--- config.mk ---
export PLATFORM = sky130hd
export DESIGN_NAME = seg_bcd_encoder
export DESIGN_NICKNAME = d
export VERILOG_FILES = /design/src/rtl/seg_bcd_encoder.sv
export SDC_FILE = /design/constraint.sdc
export NUM_CORES = 1
export LEC_CHECK = 0
export ABC_AREA = 1
export ABC_CLOCK_PERIOD_IN_PS = 6300
export CORE_MARGIN = 2
export CORE_UTILIZATION = 50
export CTS_CLUSTER_SIZE = 12
export DETAILED_ROUTE_END_ITERATION = 10
export HOLD_SLACK_MARGIN = 0.06
export PLACE_DENSITY_LB_ADDON = 0.12
export SYNTH_ARGS = -nofsm -noshare
export SYNTH_HDL_FRONTEND = slang
export SYNTH_SLANG_ARGS = --single-unit
--- constraint.sdc ---
create_clock -name clk -period 6.3 [get_ports clk]
set_input_delay 1.26 -clock clk [delete_from_list [all_inputs] [get_ports clk]]
set_output_delay 1.26 -clock clk [all_outputs]
set_load 0.01 [all_outputs]
--- src/rtl/seg_bcd_encoder.sv ---
// Binary 0..99 to two-digit seven-segment encoder (iterative double-dabble).
// Latency: value accepted at edge T appears on both7seg with out_valid at edge T+8.
// Backpressure: in_ready is high only in IDLE; offers while busy are dropped, not queued.
module seg_bcd_encoder #(
  parameter bit BLANK_LZ   = 1'b1,
  parameter bit ACTIVE_LOW = 1'b0
) (
  input  logic        clk,
  input  logic        rst,
  input  logic        in_valid,
  input  logic [6:0]  in_value,
  output logic        in_ready,
  output logic [13:0] both7seg,
  output logic        out_valid,
  output logic        busy
);

  typedef enum logic [1:0] {
    IDLE = 2'd0,
    CONV = 2'd1,
    LOAD = 2'd2
  } state_t;

  localparam logic [13:0] BLANK_PAT = ACTIVE_LOW ? 14'h3FFF : 14'h0000;
  localparam logic [6:0]  SEG_DASH  = 7'h40;
  localparam logic [6:0]  SEG_BLANK = 7'h00;

  state_t      r_state;
  state_t      w_state_nxt;
  logic [6:0]  r_shift;
  logic [3:0]  r_tens;
  logic [3:0]  r_ones;
  logic        r_ovf;
  logic [2:0]  r_cnt;
  logic [13:0] r_seg;
  logic        r_out_vld;

  logic        w_accept;
  logic [3:0]  w_tens_adj;
  logic [3:0]  w_ones_adj;
  logic [14:0] w_dd;
  logic [6:0]  w_tens_seg;
  logic [6:0]  w_ones_seg;
  logic [13:0] w_pat;

  // Segment code for one BCD digit; bit0 = a .. bit6 = g, active-high.
  function automatic logic [6:0] f_seg(input logic [3:0] d);
    case (d)
      4'd0:    f_seg = 7'h3F;
      4'd1:    f_seg = 7'h06;
      4'd2:    f_seg = 7'h5B;
      4'd3:    f_seg = 7'h4F;
      4'd4:    f_seg = 7'h66;
      4'd5:    f_seg = 7'h6D;
      4'd6:    f_seg = 7'h7D;
      4'd7:    f_seg = 7'h07;
      4'd8:    f_seg = 7'h7F;
      4'd9:    f_seg = 7'h6F;
      default: f_seg = SEG_BLANK;
    endcase
  endfunction

  assign in_ready  = (r_state == IDLE);
  assign busy      = (r_state == CONV) || (r_state == LOAD);
  assign w_accept  = in_valid && in_ready;
  assign both7seg  = r_seg;
  assign out_valid = r_out_vld;

  // One double-dabble step: add-3 correction on each nibble, then shift left.
  always_comb begin
    w_tens_adj = (r_tens >= 4'd5) ? (r_tens + 4'd3) : r_tens;
    w_ones_adj = (r_ones >= 4'd5) ? (r_ones + 4'd3) : r_ones;
    w_dd       = {w_tens_adj[2:0], w_ones_adj, r_shift, 1'b0};
  end

  // Final display patterns; overflow shows dashes and overrides leading-zero blanking.
  always_comb begin
    w_ones_seg = r_ovf ? SEG_DASH : f_seg(r_ones);
    if (r_ovf) begin
      w_tens_seg = SEG_DASH;
    end else if (BLANK_LZ && (r_tens == 4'd0)) begin
      w_tens_seg = SEG_BLANK;
    end else begin
      w_tens_seg = f_seg(r_tens);
    end
    w_pat = {w_tens_seg, w_ones_seg} ^ {14{ACTIVE_LOW}};
  end

  // State register.
  always_ff @(posedge clk) begin
    if (rst) begin
      r_state <= IDLE;
    end else begin
      r_state <= w_state_nxt;
    end
  end

  // Next-state logic: IDLE -> CONV for 7 iterations -> LOAD for one cycle -> IDLE.
  always_comb begin
    w_state_nxt = r_state;
    case (r_state)
      IDLE:    if (in_valid) w_state_nxt = CONV;
      CONV:    if (r_cnt == 3'd6) w_state_nxt = LOAD;
      LOAD:    w_state_nxt = IDLE;
      default: w_state_nxt = IDLE;
    endcase
  end

  // Conversion datapath: capture on accept, iterate in CONV.
  always_ff @(posedge clk) begin
    if (rst) begin
      r_shift <= '0;
      r_tens  <= '0;
      r_ones  <= '0;
      r_ovf   <= 1'b0;
      r_cnt   <= '0;
    end else if (w_accept) begin
      r_shift <= in_value;
      r_tens  <= '0;
      r_ones  <= '0;
      r_ovf   <= (in_value > 7'd99);
      r_cnt   <= '0;
    end else if (r_state == CONV) begin
      r_tens  <= w_dd[14:11];
      r_ones  <= w_dd[10:7];
      r_shift <= w_dd[6:0];
      r_cnt   <= r_cnt + 3'd1;
    end
  end

  // Output register: updated only when leaving LOAD, held otherwise.
  always_ff @(posedge clk) begin
    if (rst) begin
      r_seg     <= BLANK_PAT;
      r_out_vld <= 1'b0;
    end else begin
      r_out_vld <= (r_state == LOAD);
      if (r_state == LOAD) begin
        r_seg <= w_pat;
      end
    end
  end

endmodule
==> impl_metrics.prom, run 1 <==
# TYPE chip_impl_metric gauge
chip_impl_metric{name="synth-edff-count",unit=""} 0
chip_impl_metric{name="cts_hold_buffers",unit=""} 0
chip_impl_metric{name="finalHoldViolations",unit=""} 0
chip_impl_metric{name="initial_utilization",unit=""} 0.520
chip_impl_info{name="min_to",value="both7seg[4]$_SDFFE_PP0P_"} 1
chip_impl_metric{name="die_x",unit="um"} 74.3
chip_impl_metric{name="synth_compound_area_frac",unit=""} 0.120
chip_impl_metric{name="r2r_cells",unit=""} 14
chip_impl_metric{name="total_area_of_multi_input_combinational_cells",unit="um^2"} 1280
chip_impl_metric{name="syn_nets",unit=""} 358
chip_impl_metric{name="cts-buffers-inserted",unit=""} 5
chip_impl_metric{name="slew_headroom",unit=""} 0.495
chip_impl_metric{name="synth.area.mux_share",unit=""} 0
chip_impl_metric{name="die_h",unit="um"} 74.3
chip_impl_metric{name="max_freq",unit="MHz"} 293
chip_impl_info{name="clock_tree_from_tritoncts",value="done"} 1
chip_impl_metric{name="vias_in_the_first_global_route",unit=""} 1828
chip_impl_metric{name="post_synth_and_or_nand_nor_area_fraction",unit=""} 0.281
chip_impl_metric{name="clock-sinks",unit=""} 50
chip_impl_metric{name="ant_nets",unit=""} 0
chip_impl_metric{name="clkTransAtPathRegs",unit="ns"} 0.09
chip_impl_metric{name="routed_wirelength",unit="mm"} 4.82
chip_impl_metric{name="final_ws_setup",unit="ns"} 2.89
chip_impl_metric{name="diodes",unit=""} 0
chip_impl_metric{name="cp.required",unit="ns"} 6.50
chip_impl_metric{name="post-dp-hpwl",unit="mm"} 3.54
chip_impl_metric{name="period_minus_slack",unit="ns"} 3.41
chip_impl_metric{name="final.fill_count",unit=""} 463
chip_impl_metric{name="powerDensity",unit="nW/um^2"} 385
chip_impl_info{name="synth_top_family_by_area",value="simple AND/OR/NAND/NOR gates"} 1
chip_impl_metric{name="static-leakage-power",unit="nW"} 1.28
chip_impl_metric{name="synth_xor_area_frac",unit=""} 0
chip_impl_info{name="timing.rr.start",value="r_state[1]$_SDFFE_PP0P_"} 1
chip_impl_metric{name="post_drt_via_cell_ratio",unit=""} 4.93
chip_impl_metric{name="whs",unit="ns"} 0.445
chip_impl_metric{name="place.port_buffers",unit=""} 26
chip_impl_metric{name="grt_use_total",unit=""} 0.189
chip_impl_metric{name="first_iter_violations",unit=""} 93
chip_impl_metric{name="gp_routability_congestion",unit=""} 0.846
chip_impl_metric{name="synth-async-reset-ratio",unit=""} 0
chip_impl_info{name="synth_flop_cell",value="sky130_fd_sc_hd__dfxtp_1"} 1
chip_impl_metric{name="row_count",unit=""} 25
chip_impl_info{name="start_kind",value="input pin"} 1
chip_impl_metric{name="timing.critical_path.fanout_max",unit=""} 18
chip_impl_metric{name="synth_sequential_area_ratio",unit=""} 0.405
chip_impl_metric{name="grt_pass1_wl",unit="mm"} 8.07
chip_impl_metric{name="min_delay_path_depth",unit=""} 2
chip_impl_metric{name="max_capacitance_violation_count",unit=""} 0
chip_impl_metric{name="yosys_warnings",unit=""} 0
chip_impl_metric{name="setup-tns-final",unit="ns"} 0
chip_impl_metric{name="post-route-drc-count",unit=""} 0
chip_impl_metric{name="cts_buffer_depth",unit=""} 2
chip_impl_metric{name="cts_repair_resize_count",unit=""} 0
chip_impl_metric{name="post-route-util",unit=""} 0.605
chip_impl_info{name="setup_cp_type",value="input pin to flip-flop"} 1
chip_impl_metric{name="first_pass_iters",unit=""} 4
chip_impl_metric{name="worst_ep_arrival_time",unit="ns"} 3.61
chip_impl_metric{name="pre_cts_ws",unit="ns"} 2.56
chip_impl_metric{name="htree_num_levels",unit=""} 2
chip_impl_metric{name="synthCells",unit=""} 325
chip_impl_metric{name="cell_area_after_synthesis",unit="um^2"} 2470
chip_impl_metric{name="post_route_cells_drive_above_1_share",unit=""} 0.0739
chip_impl_info{name="cp-end-kind",value="flip-flop"} 1
chip_impl_metric{name="power.ir.vdd_worst",unit="uV"} 148
chip_impl_metric{name="distinct_cell_type_count_of_the_synthesized_netlist",unit=""} 27
chip_impl_metric{name="synth_area_per_cell",unit="um^2"} 7.61
chip_impl_metric{name="layout.area.seq",unit="um^2"} 1000
chip_impl_metric{name="die_area",unit="um^2"} 5520
chip_impl_metric{name="initial_antenna_violation_count",unit=""} 0
chip_impl_metric{name="grt_max_degree",unit=""} 24
chip_impl_metric{name="pin_count",unit=""} 27
chip_impl_metric{name="number_of_setup_violations_in_the_final_report",unit=""} 0
chip_impl_metric{name="globalRouteOverflowTotal",unit=""} 0
chip_impl_metric{name="flow.area_growth_from_synthesis",unit="%"} 16.3
chip_impl_info{name="min_path_type",value="flip-flop to flip-flop"} 1
chip_impl_metric{name="core_region_area",unit="um^2"} 4750
chip_impl_info{name="rsz_0062_raised_after_global_routing",value="false"} 1
chip_impl_metric{name="synth-seq-cells",unit=""} 50
chip_impl_metric{name="post-cts-setup-buffer-count",unit=""} 0
chip_impl_metric{name="skew",unit="ns"} 0.00564
chip_impl_metric{name="post_synth_fa_ha_maj_area_fraction",unit=""} 0.116
chip_impl_metric{name="finalMaxSlewViolations",unit=""} 0
chip_impl_metric{name="final_min_period_over_clock_period",unit=""} 0.541
chip_impl_metric{name="vias",unit=""} 2065
chip_impl_metric{name="r2r_slack",unit="ns"} 3.76
chip_impl_metric{name="fin_nets",unit=""} 384
chip_impl_info{name="ctsRootBufferMaster",value="sky130_fd_sc_hd__clkbuf_8"} 1
chip_impl_metric{name="worstMarginPinSlew",unit="ns"} 0.754
chip_impl_metric{name="detail_route.wl_per_cell",unit="um"} 11.5
chip_impl_metric{name="clkLatencyLatePin",unit="ns"} 0.31
chip_impl_info{name="outcome",value="complete, no violations"} 1
final cells by class:
type | instances | share of cell area
Clock buffer | 5 | 0.0239
Sequential cell | 50 | 0.348
Inverter | 39 | 0.0518
Tap cell | 67 | 0.0292
Timing Repair Buffer | 27 | 0.0931
Multi-Input combinational cell | 228 | 0.445
Clock inverter | 3 | 0.00870
where the power goes:
group | switching, mW | internal (mW) | total, mW
logic | 0.294 | 0.180 | 0.474
registers | 0.0404 | 0.402 | 0.443
clock network | 0.111 | 0.0802 | 0.191
total | 0.445 | 0.662 | 1.11
synthesized netlist by cell type, types with 2 or more instances:
| cell | number | area [um^2] |
|---|---|---|
| sky130_fd_sc_hd__a21oi_1 | 33 | 165 |
| sky130_fd_sc_hd__nor3_1 | 2 | 10.0 |
| sky130_fd_sc_hd__buf_4 | 2 | 15.0 |
| sky130_fd_sc_hd__nand3_2 | 4 | 40.0 |
| sky130_fd_sc_hd__nor2_1 | 2 | 7.51 |
| sky130_fd_sc_hd__o31ai_1 | 2 | 15.0 |
| sky130_fd_sc_hd__nand2_1 | 110 | 413 |
| sky130_fd_sc_hd__nand4_1 | 9 | 56.3 |
| sky130_fd_sc_hd__o21ai_0 | 12 | 60.1 |
| sky130_fd_sc_hd__inv_1 | 35 | 131 |
| sky130_fd_sc_hd__clkbuf_1 | 2 | 7.51 |
| sky130_fd_sc_hd__nand3_1 | 19 | 95.1 |
| sky130_fd_sc_hd__inv_2 | 3 | 11.3 |
| sky130_fd_sc_hd__a21oi_4 | 2 | 32.5 |
| sky130_fd_sc_hd__ha_1 | 23 | 288 |
| sky130_fd_sc_hd__a21oi_2 | 2 | 17.5 |
| sky130_fd_sc_hd__buf_2 | 4 | 20.0 |
| sky130_fd_sc_hd__dfxtp_1 | 50 | 1000 |
metrics by stage:
step | std cells | cell area [um^2] | total power, mW
3_5_place_dp | 411 | 2780 | 0.924
5_1_grt | 419 | 2880 | 1.20
2_1_floorplan | 325 | 2470 | 0.777
4_1_cts | 419 | 2880 | 1.12
6_report | 419 | 2880 | 1.11
3_3_place_gp | 411 | 2780 | 0.916
placed cells by master (no fill, tap or decap), drive strengths merged, types with 2 or more instances in the layout:
cell type,synthesis,routed
nand2,111,111
dfxtp,50,50
inv,39,40
a21oi,37,37
clkdlybuf4s50,0,26
nand3,24,24
ha,23,23
o21ai,12,12
nand4,9,9
clkbuf,2,5
nor2,4,4
o31ai,2,2
nor3,2,2
layer usage:
metal	global-route usage	part of all wire	routed length, um	vias up
li1	-	-	-	1093
met1	0.246	0.51	2430	932
met2	0.311	0.44	2140	33
met3	0.0461	0.036	174	7
met4	0.0655	0.014	67	0
met5	0	0	0	-
logic make-up after synthesis:
group	after synthesis
AND/OR/NAND/NOR	153
buffers and inverters	47
AO/OA/AOI/OAI	52
flip-flops	50
adder cells (fa/ha/maj)	23
critical path: stages:
cell                              delay (ns)
sky130_fd_sc_hd__clkdlybuf4s50_1        0.79
sky130_fd_sc_hd__nor2_8                 0.42
sky130_fd_sc_hd__inv_2                  0.15
sky130_fd_sc_hd__a21oi_1                0.33
sky130_fd_sc_hd__inv_1                  0.16
sky130_fd_sc_hd__ha_1                   0.22
sky130_fd_sc_hd__inv_1                  0.05
sky130_fd_sc_hd__nand4_1                0.09
sky130_fd_sc_hd__nand3_1                0.10
sky130_fd_sc_hd__nand2_1                0.05
how the worst max path moves through the flow:
| stage | from | endpoint | slack (ns) | cells past startpoint |
|---|---|---|---|---|
| finish | rst | flip-flop | 2.89 | 10 |
| floorplan | rst | flip-flop | 3.67 | 10 |
| global placement | rst | flip-flop | 2.60 | 10 |
| detailed placement | rst | flip-flop | 2.56 | 10 |
| CTS | rst | flip-flop | 2.88 | 11 |
| global route | rst | flip-flop | 2.63 | 10 |
No activity file was read; power rests on OpenSTA's default activity.
==> inputs of run 2 (changes only) <==
--- a/config.mk
+++ b/config.mk
@@ -6,7 +6,7 @@
 export NUM_CORES = 1
 export LEC_CHECK = 0
 export ABC_AREA = 1
-export ABC_CLOCK_PERIOD_IN_PS = 6300
+export ABC_CLOCK_PERIOD_IN_PS = 3050
 export CORE_MARGIN = 2
 export CORE_UTILIZATION = 50
 export CTS_CLUSTER_SIZE = 12
==> constraint.sdc (replaced) <==
create_clock -name clk -period 3.05 [get_ports clk]
set_input_delay 0.61 -clock clk [delete_from_list [all_inputs] [get_ports clk]]
set_output_delay 0.61 -clock clk [all_outputs]
set_load 0.01 [all_outputs]
==> run 2 against run 1 <==
  * Non-clock buffer count grew 3
  * Clock-buffer cell count grew 1
  * Clock power grew 110%
  * Die area is the same
  * Hold slack is essentially flat
  * Critical path type unchanged
==> impl_metrics.prom, run 2 (same netlist as run 1, synthesis figures left out) <==
# TYPE chip_impl_metric gauge
chip_impl_metric{name="diodes",unit=""} 0
chip_impl_metric{name="clkTransAtPathRegs",unit="ns"} 0.09
chip_impl_metric{name="share_seq_of_total_power",unit=""} 0.396
chip_impl_metric{name="worstMarginPinSlew",unit="ns"} 0.478
chip_impl_metric{name="first_pass_iters",unit=""} 4
chip_impl_metric{name="number_of_setup_violations_in_the_final_report",unit=""} 0
chip_impl_metric{name="clkLatencyLatePin",unit="ns"} 0.30
chip_impl_metric{name="die_h",unit="um"} 74.3
chip_impl_metric{name="cts-buffers-inserted",unit=""} 5
chip_impl_metric{name="r2r_cells",unit=""} 13
chip_impl_metric{name="post_route_cells_drive_above_1_share",unit=""} 0.0817
chip_impl_metric{name="core_region_area",unit="um^2"} 4750
chip_impl_metric{name="flow.area_growth_from_synthesis",unit="%"} 17.3
chip_impl_metric{name="grt_pass1_wl",unit="mm"} 8.11
chip_impl_metric{name="finish.instance_area",unit="um^2"} 2900
chip_impl_metric{name="cts_repair_resize_count",unit=""} 0
chip_impl_metric{name="placement.cell_area",unit="um^2"} 2800
chip_impl_metric{name="r2r_slack",unit="ns"} 0.81
chip_impl_info{name="start_kind",value="input pin"} 1
chip_impl_metric{name="htree_num_levels",unit=""} 2
chip_impl_metric{name="fin_nets",unit=""} 387
chip_impl_metric{name="cts_hold_buffers",unit=""} 0
chip_impl_metric{name="initial_utilization",unit=""} 0.520
chip_impl_metric{name="detail_route.wl_per_cell",unit="um"} 11.5
chip_impl_metric{name="cellInternalPower",unit="mW"} 1.40
chip_impl_metric{name="comb_power_share",unit=""} 0.429
chip_impl_metric{name="powerDensity",unit="nW/um^2"} 798
chip_impl_metric{name="clock-sinks",unit=""} 50
chip_impl_info{name="rsz_0062_raised_after_global_routing",value="false"} 1
chip_impl_metric{name="place.port_buffers",unit=""} 26
chip_impl_info{name="mostFrequentLayoutCells",value="sky130_fd_sc_hd__nand2_1 (110), sky130_fd_sc_hd__dfxtp_1 (50), sky130_fd_sc_hd__inv_1 (35)"} 1
chip_impl_metric{name="post_drt_via_cell_ratio",unit=""} 4.90
chip_impl_metric{name="place_inst",unit=""} 414
chip_impl_info{name="setup_cp_type",value="input pin to flip-flop"} 1
chip_impl_metric{name="cts_buffer_depth",unit=""} 2
chip_impl_info{name="layout.cells.most_common",value="sky130_fd_sc_hd__nand2_1"} 1
chip_impl_metric{name="initial_antenna_violation_count",unit=""} 0
chip_impl_metric{name="period_minus_slack",unit="ns"} 2.32
chip_impl_metric{name="setup-tns-final",unit="ns"} 0
chip_impl_metric{name="ant_nets",unit=""} 0
chip_impl_metric{name="power.switching_fraction",unit=""} 0.396
chip_impl_info{name="outcome",value="complete, no violations"} 1
chip_impl_metric{name="slew_headroom",unit=""} 0.681
chip_impl_metric{name="static-leakage-power",unit="nW"} 1.30
chip_impl_metric{name="skew",unit="ns"} 0.00612
chip_impl_info{name="timing.rr.start",value="r_state[0]$_SDFFE_PP0P_"} 1
chip_impl_info{name="critPathLaunch",value="in_valid"} 1
chip_impl_metric{name="first_iter_violations",unit=""} 103
chip_impl_metric{name="post-route-drc-count",unit=""} 0
chip_impl_metric{name="gp_routability_congestion",unit=""} 0.855
chip_impl_metric{name="power.ir.vdd_worst",unit="uV"} 333
chip_impl_info{name="cp-end-kind",value="flip-flop"} 1
chip_impl_metric{name="die_area",unit="um^2"} 5520
chip_impl_metric{name="timing.critical_path.fanout_max",unit=""} 13
chip_impl_metric{name="p_total",unit="mW"} 2.31
chip_impl_info{name="ctsRootBufferMaster",value="sky130_fd_sc_hd__clkbuf_8"} 1
chip_impl_metric{name="post-cts-setup-buffer-count",unit=""} 0
chip_impl_metric{name="grt_use_total",unit=""} 0.187
chip_impl_metric{name="post-dp-hpwl",unit="mm"} 3.56
chip_impl_metric{name="row_count",unit=""} 25
chip_impl_info{name="min_path_type",value="flip-flop to flip-flop"} 1
chip_impl_metric{name="finalHoldViolations",unit=""} 0
chip_impl_metric{name="routed_wirelength",unit="mm"} 4.84
chip_impl_metric{name="worst_ep_arrival_time",unit="ns"} 2.57
chip_impl_metric{name="switching_power",unit="uW"} 916
chip_impl_metric{name="cp.required",unit="ns"} 3.30
chip_impl_metric{name="grt_max_degree",unit=""} 23
chip_impl_metric{name="vias_in_the_first_global_route",unit=""} 1836
chip_impl_metric{name="die_x",unit="um"} 74.3
chip_impl_metric{name="final_min_period_over_clock_period",unit=""} 0.761
chip_impl_metric{name="max_freq",unit="MHz"} 431
chip_impl_metric{name="max_capacitance_violation_count",unit=""} 0
chip_impl_metric{name="vias",unit=""} 2067
chip_impl_metric{name="finalNonFillerCells",unit=""} 422
chip_impl_metric{name="p_clk_frac",unit=""} 0.174
chip_impl_metric{name="globalRouteOverflowTotal",unit=""} 0
chip_impl_info{name="clock_tree_from_tritoncts",value="done"} 1
chip_impl_metric{name="finalMaxSlewViolations",unit=""} 0
chip_impl_metric{name="pin_count",unit=""} 27
-- run 2: how the worst min path moves through the flow --
stage                                           end  depth (start not counted)      start  slack [ns]
after global placement    both7seg[10]$_SDFFE_PP0P_                          2  flip-flop        0.43
after detailed placement  both7seg[13]$_SDFFE_PP0P_                          2  flip-flop        0.43
after global routing      both7seg[13]$_SDFFE_PP0P_                          2  flip-flop        0.46
final                     both7seg[10]$_SDFFE_PP0P_                          2  flip-flop        0.44
after CTS                 both7seg[10]$_SDFFE_PP0P_                          2  flip-flop        0.45
after floorplan            both7seg[6]$_SDFFE_PP0P_                          2  flip-flop        0.42
-- run 2: layer usage --
layer,global-route usage,vias up,part of all wire
met2,0.309,43,0.43
met4,0.0694,0,0.014
li1,-,1107,-
met1,0.243,910,0.50
met3,0.0393,7,0.047
met5,0,-,0
-- run 2: per-stage QoR --
stage | util | hold slack, ns | setup WS, ns
after floorplan | - | 0.421 | 1.01
after global placement | 0.590 | 0.430 | 0.462
after global routing | 0.610 | 0.460 | 0.573
after CTS | 0.610 | 0.447 | 0.732
final | 0.610 | 0.445 | 0.728
after detailed placement | 0.590 | 0.434 | 0.424
-- run 2: cell type report --
cell class,instances,area [um^2]
fillers,432,1860
repair buffers,30,290
clock inverters,2,12.5
flip-flops and latches,50,1000
clock buffers,6,82.6
inverters,39,149
multi-input cells,228,1280
well taps,67,83.8
-- run 2: worst max-delay path: stages --
cell and delay [ns]:
sky130_fd_sc_hd__clkdlybuf4s50_1 0.52, sky130_fd_sc_hd__nand2_4 0.10, sky130_fd_sc_hd__inv_4 0.14, sky130_fd_sc_hd__nor2_8 0.05, sky130_fd_sc_hd__buf_4 0.19, sky130_fd_sc_hd__nand2_1 0.20
sky130_fd_sc_hd__inv_1 0.09, sky130_fd_sc_hd__ha_1 0.29, sky130_fd_sc_hd__inv_1 0.05, sky130_fd_sc_hd__nand4_1 0.12, sky130_fd_sc_hd__nand2_1 0.10, sky130_fd_sc_hd__nand2_1 0.05
sky130_fd_sc_hd__nand2_1 0.05
-- run 2: power groups by stage --
stage | logic (mW) | registers [mW] | clock network [mW]
after floorplan | 0.669 | 0.936 | 0
after global placement | 0.984 | 0.926 | 0
after detailed placement | 0.992 | 0.931 | 0
after CTS | 0.999 | 0.917 | 0.414
after global routing | 1.13 | 0.935 | 0.439
final | 0.993 | 0.917 | 0.403
